==> src/rtl/comparator_serial_if.sv <==
`default_nettype none
// ============================================================================
// Module  : comparator_serial_if
// Brief   : Operand/result handshake bundle for comparator_serial.
// Revision: 1.0
// ============================================================================
interface comparator_serial_if #(
   parameter int N = 32
);
   logic         in_valid;
   logic         in_ready;
   logic [N-1:0] a;
   logic [N-1:0] b;
   logic         out_valid;
   logic         out_ready;
   logic         equals;
   logic         less_than;

   // Producer/consumer side that drives operands and drains results
   modport master (
      output in_valid,
      output a,
      output b,
      output out_ready,
      input  in_ready,
      input  out_valid,
      input  equals,
      input  less_than
   );

   // Comparator side
   modport slave (
      input  in_valid,
      input  a,
      input  b,
      input  out_ready,
      output in_ready,
      output out_valid,
      output equals,
      output less_than
   );
endinterface
`default_nettype wire

==> src/rtl/comparator_serial.sv <==
`default_nettype none
// ============================================================================
// Module  : comparator_serial
// Brief   : Bit-serial MSB-first magnitude/equality comparator behind a
//           valid/ready handshake. Define COMPARATOR_SERIAL_EARLY_EXIT_EN to
//           finish on the first differing bit instead of scanning all N bits.
// Revision: 1.0
// ============================================================================
module comparator_serial #(
   parameter int N      = 32,
   parameter bit SIGNED = 1'b1
) (
   input  wire logic           clk,
   input  wire logic           rst,
   comparator_serial_if.slave  bus
);

   localparam int                IDX_W     = (N > 1) ? $clog2(N) : 1;
   localparam logic [IDX_W-1:0] c_IDX_MSB = IDX_W'(N - 1);
   localparam logic [IDX_W-1:0] c_IDX_LSB = '0;

   localparam logic [1:0] c_S_IDLE = 2'd0;
   localparam logic [1:0] c_S_SCAN = 2'd1;
   localparam logic [1:0] c_S_DONE = 2'd2;

   logic [1:0]       r_state;
   logic [1:0]       w_state_nxt;
   logic             r_armed;
   logic [N-1:0]     r_a;
   logic [N-1:0]     r_b;
   logic [IDX_W-1:0] r_idx;
   logic             r_decided;
   logic             r_lt;
   logic             r_equals;
   logic             r_less_than;

   logic             w_accept;
   logic             w_bit_a;
   logic             w_bit_b;
   logic             w_diff;
   logic             w_signed_msb;
   logic             w_bit_lt;
   logic             w_decided_nxt;
   logic             w_lt_nxt;
   logic             w_scan_end;
   logic             w_in_ready;
   logic             w_out_valid;

   // ------------------------------------------------------------------------
   // Per-bit compare of the current scan position
   // ------------------------------------------------------------------------
   assign w_bit_a       = r_a[r_idx];
   assign w_bit_b       = r_b[r_idx];
   assign w_diff        = w_bit_a ^ w_bit_b;
   // In two's complement the sign bit carries negative weight, so its sense flips
   assign w_signed_msb  = SIGNED && (r_idx == c_IDX_MSB);
   assign w_bit_lt      = w_signed_msb ? (w_bit_a & ~w_bit_b) : (~w_bit_a & w_bit_b);
   assign w_decided_nxt = r_decided | w_diff;
   assign w_lt_nxt      = (w_diff && !r_decided) ? w_bit_lt : r_lt;

`ifdef COMPARATOR_SERIAL_EARLY_EXIT_EN
   assign w_scan_end = (r_idx == c_IDX_LSB) || w_diff;
`else
   assign w_scan_end = (r_idx == c_IDX_LSB);
`endif

   // r_armed keeps in_ready low until the first edge after reset releases
   assign w_accept = (r_state == c_S_IDLE) && r_armed && bus.in_valid;

   // ------------------------------------------------------------------------
   // FSM: state register
   // ------------------------------------------------------------------------
   always_ff @(posedge clk or posedge rst) begin
      if (rst) begin
         r_state <= c_S_IDLE;
      end else begin
         r_state <= w_state_nxt;
      end
   end

   // ------------------------------------------------------------------------
   // FSM: next-state logic
   // ------------------------------------------------------------------------
   always_comb begin
      w_state_nxt = r_state;
      case (r_state)
         c_S_IDLE: if (w_accept)      w_state_nxt = c_S_SCAN;
         c_S_SCAN: if (w_scan_end)    w_state_nxt = c_S_DONE;
         c_S_DONE: if (bus.out_ready) w_state_nxt = c_S_IDLE;
         default:                     w_state_nxt = c_S_IDLE;
      endcase
   end

   // ------------------------------------------------------------------------
   // FSM: outputs
   // ------------------------------------------------------------------------
   always_comb begin
      w_in_ready  = (r_state == c_S_IDLE) && r_armed;
      w_out_valid = (r_state == c_S_DONE);
   end

   assign bus.in_ready  = w_in_ready;
   assign bus.out_valid = w_out_valid;
   assign bus.equals    = r_equals;
   assign bus.less_than = r_less_than;

   // ------------------------------------------------------------------------
   // Operand, scan and result registers
   // ------------------------------------------------------------------------
   always_ff @(posedge clk or posedge rst) begin
      if (rst) begin
         r_armed     <= 1'b0;
         r_a         <= '0;
         r_b         <= '0;
         r_idx       <= c_IDX_MSB;
         r_decided   <= 1'b0;
         r_lt        <= 1'b0;
         r_equals    <= 1'b0;
         r_less_than <= 1'b0;
      end else begin
         r_armed <= 1'b1;
         if (w_accept) begin
            r_a       <= bus.a;
            r_b       <= bus.b;
            r_idx     <= c_IDX_MSB;
            r_decided <= 1'b0;
            r_lt      <= 1'b0;
         end else if (r_state == c_S_SCAN) begin
            r_decided <= w_decided_nxt;
            r_lt      <= w_lt_nxt;
            if (w_scan_end) begin
               r_idx       <= c_IDX_MSB;
               r_equals    <= ~w_decided_nxt;
               r_less_than <= w_lt_nxt;
            end else begin
               r_idx <= r_idx - IDX_W'(1);
            end
         end
      end
   end

   // ------------------------------------------------------------------------
   // Invariants
   // ------------------------------------------------------------------------
   a_never_eq_and_lt : assert property (
      @(posedge clk) disable iff (rst) !(r_equals && r_less_than));

   a_done_holds : assert property (
      @(posedge clk) disable iff (rst)
      (r_state == c_S_DONE && !bus.out_ready) |=>
         (r_state == c_S_DONE) && $stable({r_equals, r_less_than}));

endmodule
`default_nettype wire
==> src/flat_wrapper.sv <==
// flat-port wrapper written by rule: the top's interface ports become plain ports
module comparator_serial_flat 
#(
   parameter int N      = 32,
   parameter bit SIGNED = 1'b1
)
  (clk, rst, bus_in_valid, bus_a, bus_b, bus_out_ready, bus_in_ready, bus_out_valid, bus_equals, bus_less_than);
  comparator_serial_if #(.N(N)) bus_i ();
  input  wire logic clk;
  input  wire logic rst;
  input wire logic [$bits(bus_i.in_valid)-1:0] bus_in_valid;
  input wire logic [$bits(bus_i.a)-1:0] bus_a;
  input wire logic [$bits(bus_i.b)-1:0] bus_b;
  input wire logic [$bits(bus_i.out_ready)-1:0] bus_out_ready;
  output wire logic [$bits(bus_i.in_ready)-1:0] bus_in_ready;
  output wire logic [$bits(bus_i.out_valid)-1:0] bus_out_valid;
  output wire logic [$bits(bus_i.equals)-1:0] bus_equals;
  output wire logic [$bits(bus_i.less_than)-1:0] bus_less_than;
  assign bus_i.in_valid = bus_in_valid;
  assign bus_i.a = bus_a;
  assign bus_i.b = bus_b;
  assign bus_i.out_ready = bus_out_ready;
  assign bus_in_ready = bus_i.in_ready;
  assign bus_out_valid = bus_i.out_valid;
  assign bus_equals = bus_i.equals;
  assign bus_less_than = bus_i.less_than;
  comparator_serial #(.N(N), .SIGNED(SIGNED)) u_core (.clk(clk), .rst(rst), .bus(bus_i));
endmodule
==> config.mk <==
export PLATFORM = sky130hd
export DESIGN_NAME = comparator_serial_flat
export DESIGN_NICKNAME = d
export VERILOG_FILES = /design/src/rtl/comparator_serial_if.sv /design/src/rtl/comparator_serial.sv /design/src/flat_wrapper.sv
export SDC_FILE = /design/constraint.sdc
export NUM_CORES = 1
export LEC_CHECK = 0
export ABC_AREA = 1
export BUFFER_PORTS_ARGS = -buffer_cell sky130_fd_sc_hd__buf_4
export CORE_MARGIN = 5
export CORE_UTILIZATION = 40
export DETAILED_ROUTE_END_ITERATION = 16
export SYNTH_ARGS = -nofsm -noshare
export SYNTH_HDL_FRONTEND = slang
export SYNTH_SLANG_ARGS = --single-unit
export TNS_END_PERCENT = 1
==> constraint.sdc <==
create_clock -name clk -period 1.9 [get_ports clk]
set_input_delay 0.095 -clock clk [delete_from_list [all_inputs] [get_ports clk]]
set_output_delay 0.095 -clock clk [all_outputs]
set_load 0.02 [all_outputs]
# After elaboration in Yosys (flattened, before gate mapping)
# Index checks and enable logic that the tools add are counted.
[op_classes]
n_bitwise = 8
add_sub_neg = 1
n_mux = 17
reduce_logical = 9
n_eq_ne = 6
magnitude_cmp = 1
[op_table]
columns = ["operator", "count"]
rows = [
  ["$mux 5", 3],
  ["$bmux 1 s5", 2],
  ["$mux 1", 8],
  ["$lt 5x6->1 const B", 1],
  ["$mux 2", 3],
  ["$pmux 2 s3", 1],
  ["$reduce_and 3->1", 2],
  ["$eq 5x5->1 const B", 1],
  ["$logic_not 5->1", 1],
  ["$sub 5x1->5 const B", 1],
  ["$ne 2x1->1 const B", 2],
  ["$not 1->1", 4],
  ["$logic_and 1x1->1", 3],
  ["$and 1x1->1", 2],
  ["$eq 2x1->1 const B", 1],
  ["$eq 2x2->1 const B", 1],
  ["$logic_not 2->1", 1],
  ["$ne 2x2->1 const B", 1],
  ["$reduce_bool 2->1", 1],
  ["$logic_not 1->1", 1],
  ["$or 1x1->1", 1],
  ["$xor 1x1->1", 1],
]
[totals]
input_bits = 68
word_cells = 51
out_inout_bits = 4
regBits = 76

# Longest topological paths before layout
[depth]
depth_word = 8
ltp_mapped = 15
mapped_depth_nobuf = 14

# Least setup slack after synthesis
# OpenSTA, ideal clock, no wires.
[synth_timing]
path_kind = "register to register"
from = "register u_core.r_idx[1]"
to = "register u_core.r_lt"
period_less_slack_ns = 2.087
n_path_buf = 2
path_slack_ns = -0.187
stages_incl_launch_ff = 13
t_required_ns = 1.765
t_arrival_ns = 1.952
setup_time_ns = 0.135
path_cell_list = "dfstp_2 buf_2 buf_2 nand3_1 nand3_1 nand2_1 o21ai_0 nand2_1 ha_1 nor2_1 nand3_1 o21ai_0 o21ai_0"
[synth_via]
elab_chain_cells = 8
elab_cells_between_ends = 15
cone_classes = "eq/ne: 1; mux: 8; bitwise: 5; reduce/logical: 1"
[synth_lines]
columns = ["item", "line", "text"]
rows = [
  ["start: declaration", "comparator_serial.sv:31", "logic [IDX_W-1:0] r_idx;"],
  ["start signal: assignment", "comparator_serial.sv:115", "r_idx <= c_IDX_MSB;"],
  ["start signal: assignment", "comparator_serial.sv:125", "r_idx <= c_IDX_MSB;"],
  ["start signal: assignment", "comparator_serial.sv:132", "r_idx <= c_IDX_MSB;"],
  ["$bmux 1 s5 (on tied branches)", "comparator_serial.sv:52, comparator_serial.sv:53", ""],
  ["$mux 1 (on tied branches)", "comparator_serial.sv:52, comparator_serial.sv:53", ""],
  ["$not 1->1", "comparator_serial.sv:57", "assign w_bit_lt = w_signed_msb ? (w_bit_a & ~w_bit_b) : (~w_bit_a & w_bit_b);"],
  ["$and 1x1->1", "comparator_serial.sv:57", ""],
  ["$mux 1", "comparator_serial.sv:57", ""],
  ["$mux 1 *", "comparator_serial.sv:59", "assign w_lt_nxt = (w_diff && !r_decided) ? w_bit_lt : r_lt;"],
  ["$mux 1 *", "comparator_serial.sv:128", "end else if (r_state == c_S_SCAN) begin"],
  ["$mux 1 *", "comparator_serial.sv:122", "if (w_accept) begin"],
  ["end signal: assignment", "comparator_serial.sv:130", "r_lt <= w_lt_nxt;"],
  ["end: declaration", "comparator_serial.sv:33", "logic r_lt;"],
]
# Mark *: on every way between the ends. The rest lies on a longest branch, timed or not. The select of a mux whose other input is x is not followed.
# A chain may end at the register's enable or synchronous reset.

# Final worst setup path
[layout_timing]
from = "register u_core.r_idx[0]"
to = "register u_core.r_lt"
# Same word-level chain as after synthesis.

==> flow_summary.toml <==
[clock_network]
numClockSinks = 76
cts_max_level = 3
clock_latency_ps = 350
cts_tree = "done"
clockBufferDepth = 2
cts_buffers = 9
ctsRootBufferMaster = "clkbuf_8"
path_clk_slew_ps = 80

[synthesis]
synth_cells = 508
netlist_area_um2 = 3830
synth_cell_types = 23
syn_area_per_cell_um2 = 7.539
synth_nets = 580
ys_seq_elements = 76
yosys_warnings = 0
ys_seq_area_share_pct = 49.82

[timing]
max_slew_margin_pct = 56.62
final-hold-violation-count = 0
fmax_mhz = 457.5
period_minus_slack_ps = 2186
worst_pin_slew_ps = 649.3
setup_ws_ps = -286.0
fin_crit_sh_pct = 115.1
hold_ws_ps = 11.21
grt_setup_unrepaired = "yes"
setup_viol = 4
finalClockSkew_ps = 5.709
slew_violations = 0

[power]
power.total_uw = 8483
p_leak_uw = 0.002924
ir_drop_uv = 627.1
powerDensity_nw_per_um2 = 1517

[floorplan]
core_um2 = 9284
die_y_um = 107.9
start_util_pct = 41.25
die-area_um2 = 11630
fp-row-count = 35
io_pins = 72
fp.dieW_um = 107.9

[routing]
drcViolationCount = 0
routed_wl_mm = 9.727
routedWlPerCell_um = 12.41
routed-wl-met3_um = 441
drtPass1Iterations = 4
viasPerCell = 4.564
met2_length_mm = 4.540
num_vias = 3578
wl_met1_mm = 4.674
dr.first_iter.drc_count = 164
top_layer = "met4"
ant_nets = 0

[global_route]
grt-ovfl-total = 0
grt_max_degree = 38
grt_pass1_wl_mm = 16.13
grt_pass1_vias = 3467
grtUsageTotal_pct = 17.23
antenna_found_initial = 0

[cells_and_area]
area_delta_synth_final_pct = 46.00
diodes = 0
fin_cells = 784
layout.nets = 722
final_cell_area_um2 = 5592
drive_gt1_share_pct = 21.98
fill_cells = 852

[setup_path]
endpoint_kind = "flop"
worstPathMaxFanout = 6
critPathLaunchType = "flop"
required_ps = 2120
worst-setup-path-type = "flop to flop"
arrival_ps = 2410

[placement]
place_ws_ps = -313.4
dp_cells = 709
post_dp_cell_area_um2 = 4648
io_buffers = 71
routabilityCongestion = 0.8186
dp_hpwl_mm = 6.494

[run_status]
violations = "setup timing"
outcome = "finished, violations left"

[worst_hold_path]
min_path_type = "primary input to flop"

[job]
drv_cap = 0
-- cell usage after synthesis, drive strengths merged --
| library cell | n | area share (%) |
|---|---|---|
| nand4 | 2 | 0.33 |
| nor3b | 1 | 0.33 |
| o31ai | 1 | 0.20 |
| ha | 4 | 1.3 |
| nand2 | 104 | 10 |
| o21ai | 10 | 1.3 |
| conb | 1 | 0.098 |
| buf | 20 | 3.4 |
| mux2 | 4 | 1.2 |
| nor2 | 88 | 8.6 |
| nor3 | 1 | 0.13 |
| clkbuf | 6 | 0.59 |
| dfrtp | 71 | 46 |
| nand3 | 48 | 6.3 |
| a21oi | 62 | 8.1 |
| inv | 77 | 7.5 |
| o211ai | 2 | 0.39 |
| nand3b | 1 | 0.20 |
| dfstp | 5 | 3.4 |
-- report_power, final --
group	switching (uW)	internal, uW	total [uW]
clock	591	905	1500
combinational	2380	1940	4320
sequential	280	2380	2660
total	3250	5230	8480
-- what timing repair did --
action | 4_1_cts | 5_1_grt
gates resized for setup | 13 | 13
buffers inserted | 2 | 2
endpoints found under the setup margin | 4 | 4
pin swaps | 3 | 12
hold buffers | 51 | 1
cloned | 2 | 1
hold endpoints to repair | 76 | 1
-- cell type report --
| cell class | instances | area, um^2 | area share, % |
|---|---|---|---|
| Clock buffer | 11 | 141.4 | 2.529 |
| Multi-Input combinational cell | 329 | 1551 | 27.75 |
| Clock inverter | 5 | 100.1 | 1.790 |
| Timing Repair Buffer | 157 | 1429 | 25.55 |
| Sequential cell | 76 | 1908 | 34.12 |
| Tap cell | 129 | 161.4 | 2.887 |
| Inverter | 77 | 300.3 | 5.370 |
-- metrics by stage --
step / setup TNS [ps] / util (%)
2_1_floorplan: -236.5 / -
6_report: -969.2 / 60.23
5_1_grt: -1391 / 60.23
3_5_place_dp: -954.1 / 50.07
4_1_cts: -879.8 / 59.10
3_3_place_gp: -771.6 / 50.07
-- placed cells by master (no fill, tap or decap), types with 5 or more instances in the layout --
cell type,count
dlygate4sd3_1,52
buf_4,95
nand2_1,102
dfstp_2,5
buf_12,6
dfrtp_1,71
nor2_1,83
o21ai_0,5
inv_1,75
clkbuf_8,10
nand3_1,45
a21oi_1,61
-- sequential cells by signal, summed over array words and instances, names as in the netlist --
| name | flops |
|---|---|
| u_core.r_a | 32 |
| u_core.r_b | 32 |
| u_core.r_idx | 5 |
| u_core.r_state | 2 |
| u_core.bus.equals | 1 |
| u_core.bus.less_than | 1 |
| u_core.r_armed | 1 |
| u_core.r_decided | 1 |
| u_core.r_lt | 1 |
-- per-layer routing --
metal,track usage [%],up-vias
li1,-,1861
met1,22.93,1642
met2,28.37,69
met3,4.079,6
met4,4.148,0
met5,0,-
-- final timing paths --
kind | from | end | slack, ps | cells after the start
min | bus_b[26] | u_core.r_b[26]$_DFFE_PP0P_ | 10 | 3
min in group asynchronous | rst | u_core.r_a[10]$_DFFE_PP0P_ | 400 | 3
max in group asynchronous | rst | u_core.r_idx[3]$_DFFE_PP1P_ | 860 | 4
max reg2reg | u_core.r_idx[0]$_DFFE_PP1P_ | u_core.r_lt$_DFFE_PP0P_ | -290 | 15
max | u_core.r_idx[0]$_DFFE_PP1P_ | u_core.r_lt$_DFFE_PP0P_ | -290 | 15
min reg2reg | u_core.bus.equals$_DFFE_PP0P_ | u_core.bus.equals$_DFFE_PP0P_ | 490 | 2
-- logic make-up after synthesis --
group           after synthesis  synth area share (%)
flops                        76                 49.82
other cells                   1               0.09791
simple gates                245                 26.07
mux                           4                 1.176
buf+inv                     103                 11.53
fa+ha+maj                     4                 1.307
compound gates               75                 9.997
-- worst max-delay path, cell delays in order, from the launching register on --
cell	delay (ps)
dfstp_2	580
buf_12	140
buf_12	120
nor2_4	30
nor2_1	90
nand2_1	70
nand3_2	70
nand2_2	60
nor2_2	90
nor2_1	60
nor2_2	180
ha_4	240
nor2_4	100
nand3_2	80
o21ai_2	80
o21ai_1	80
Note: power is estimated with default switching activity, not from simulation.
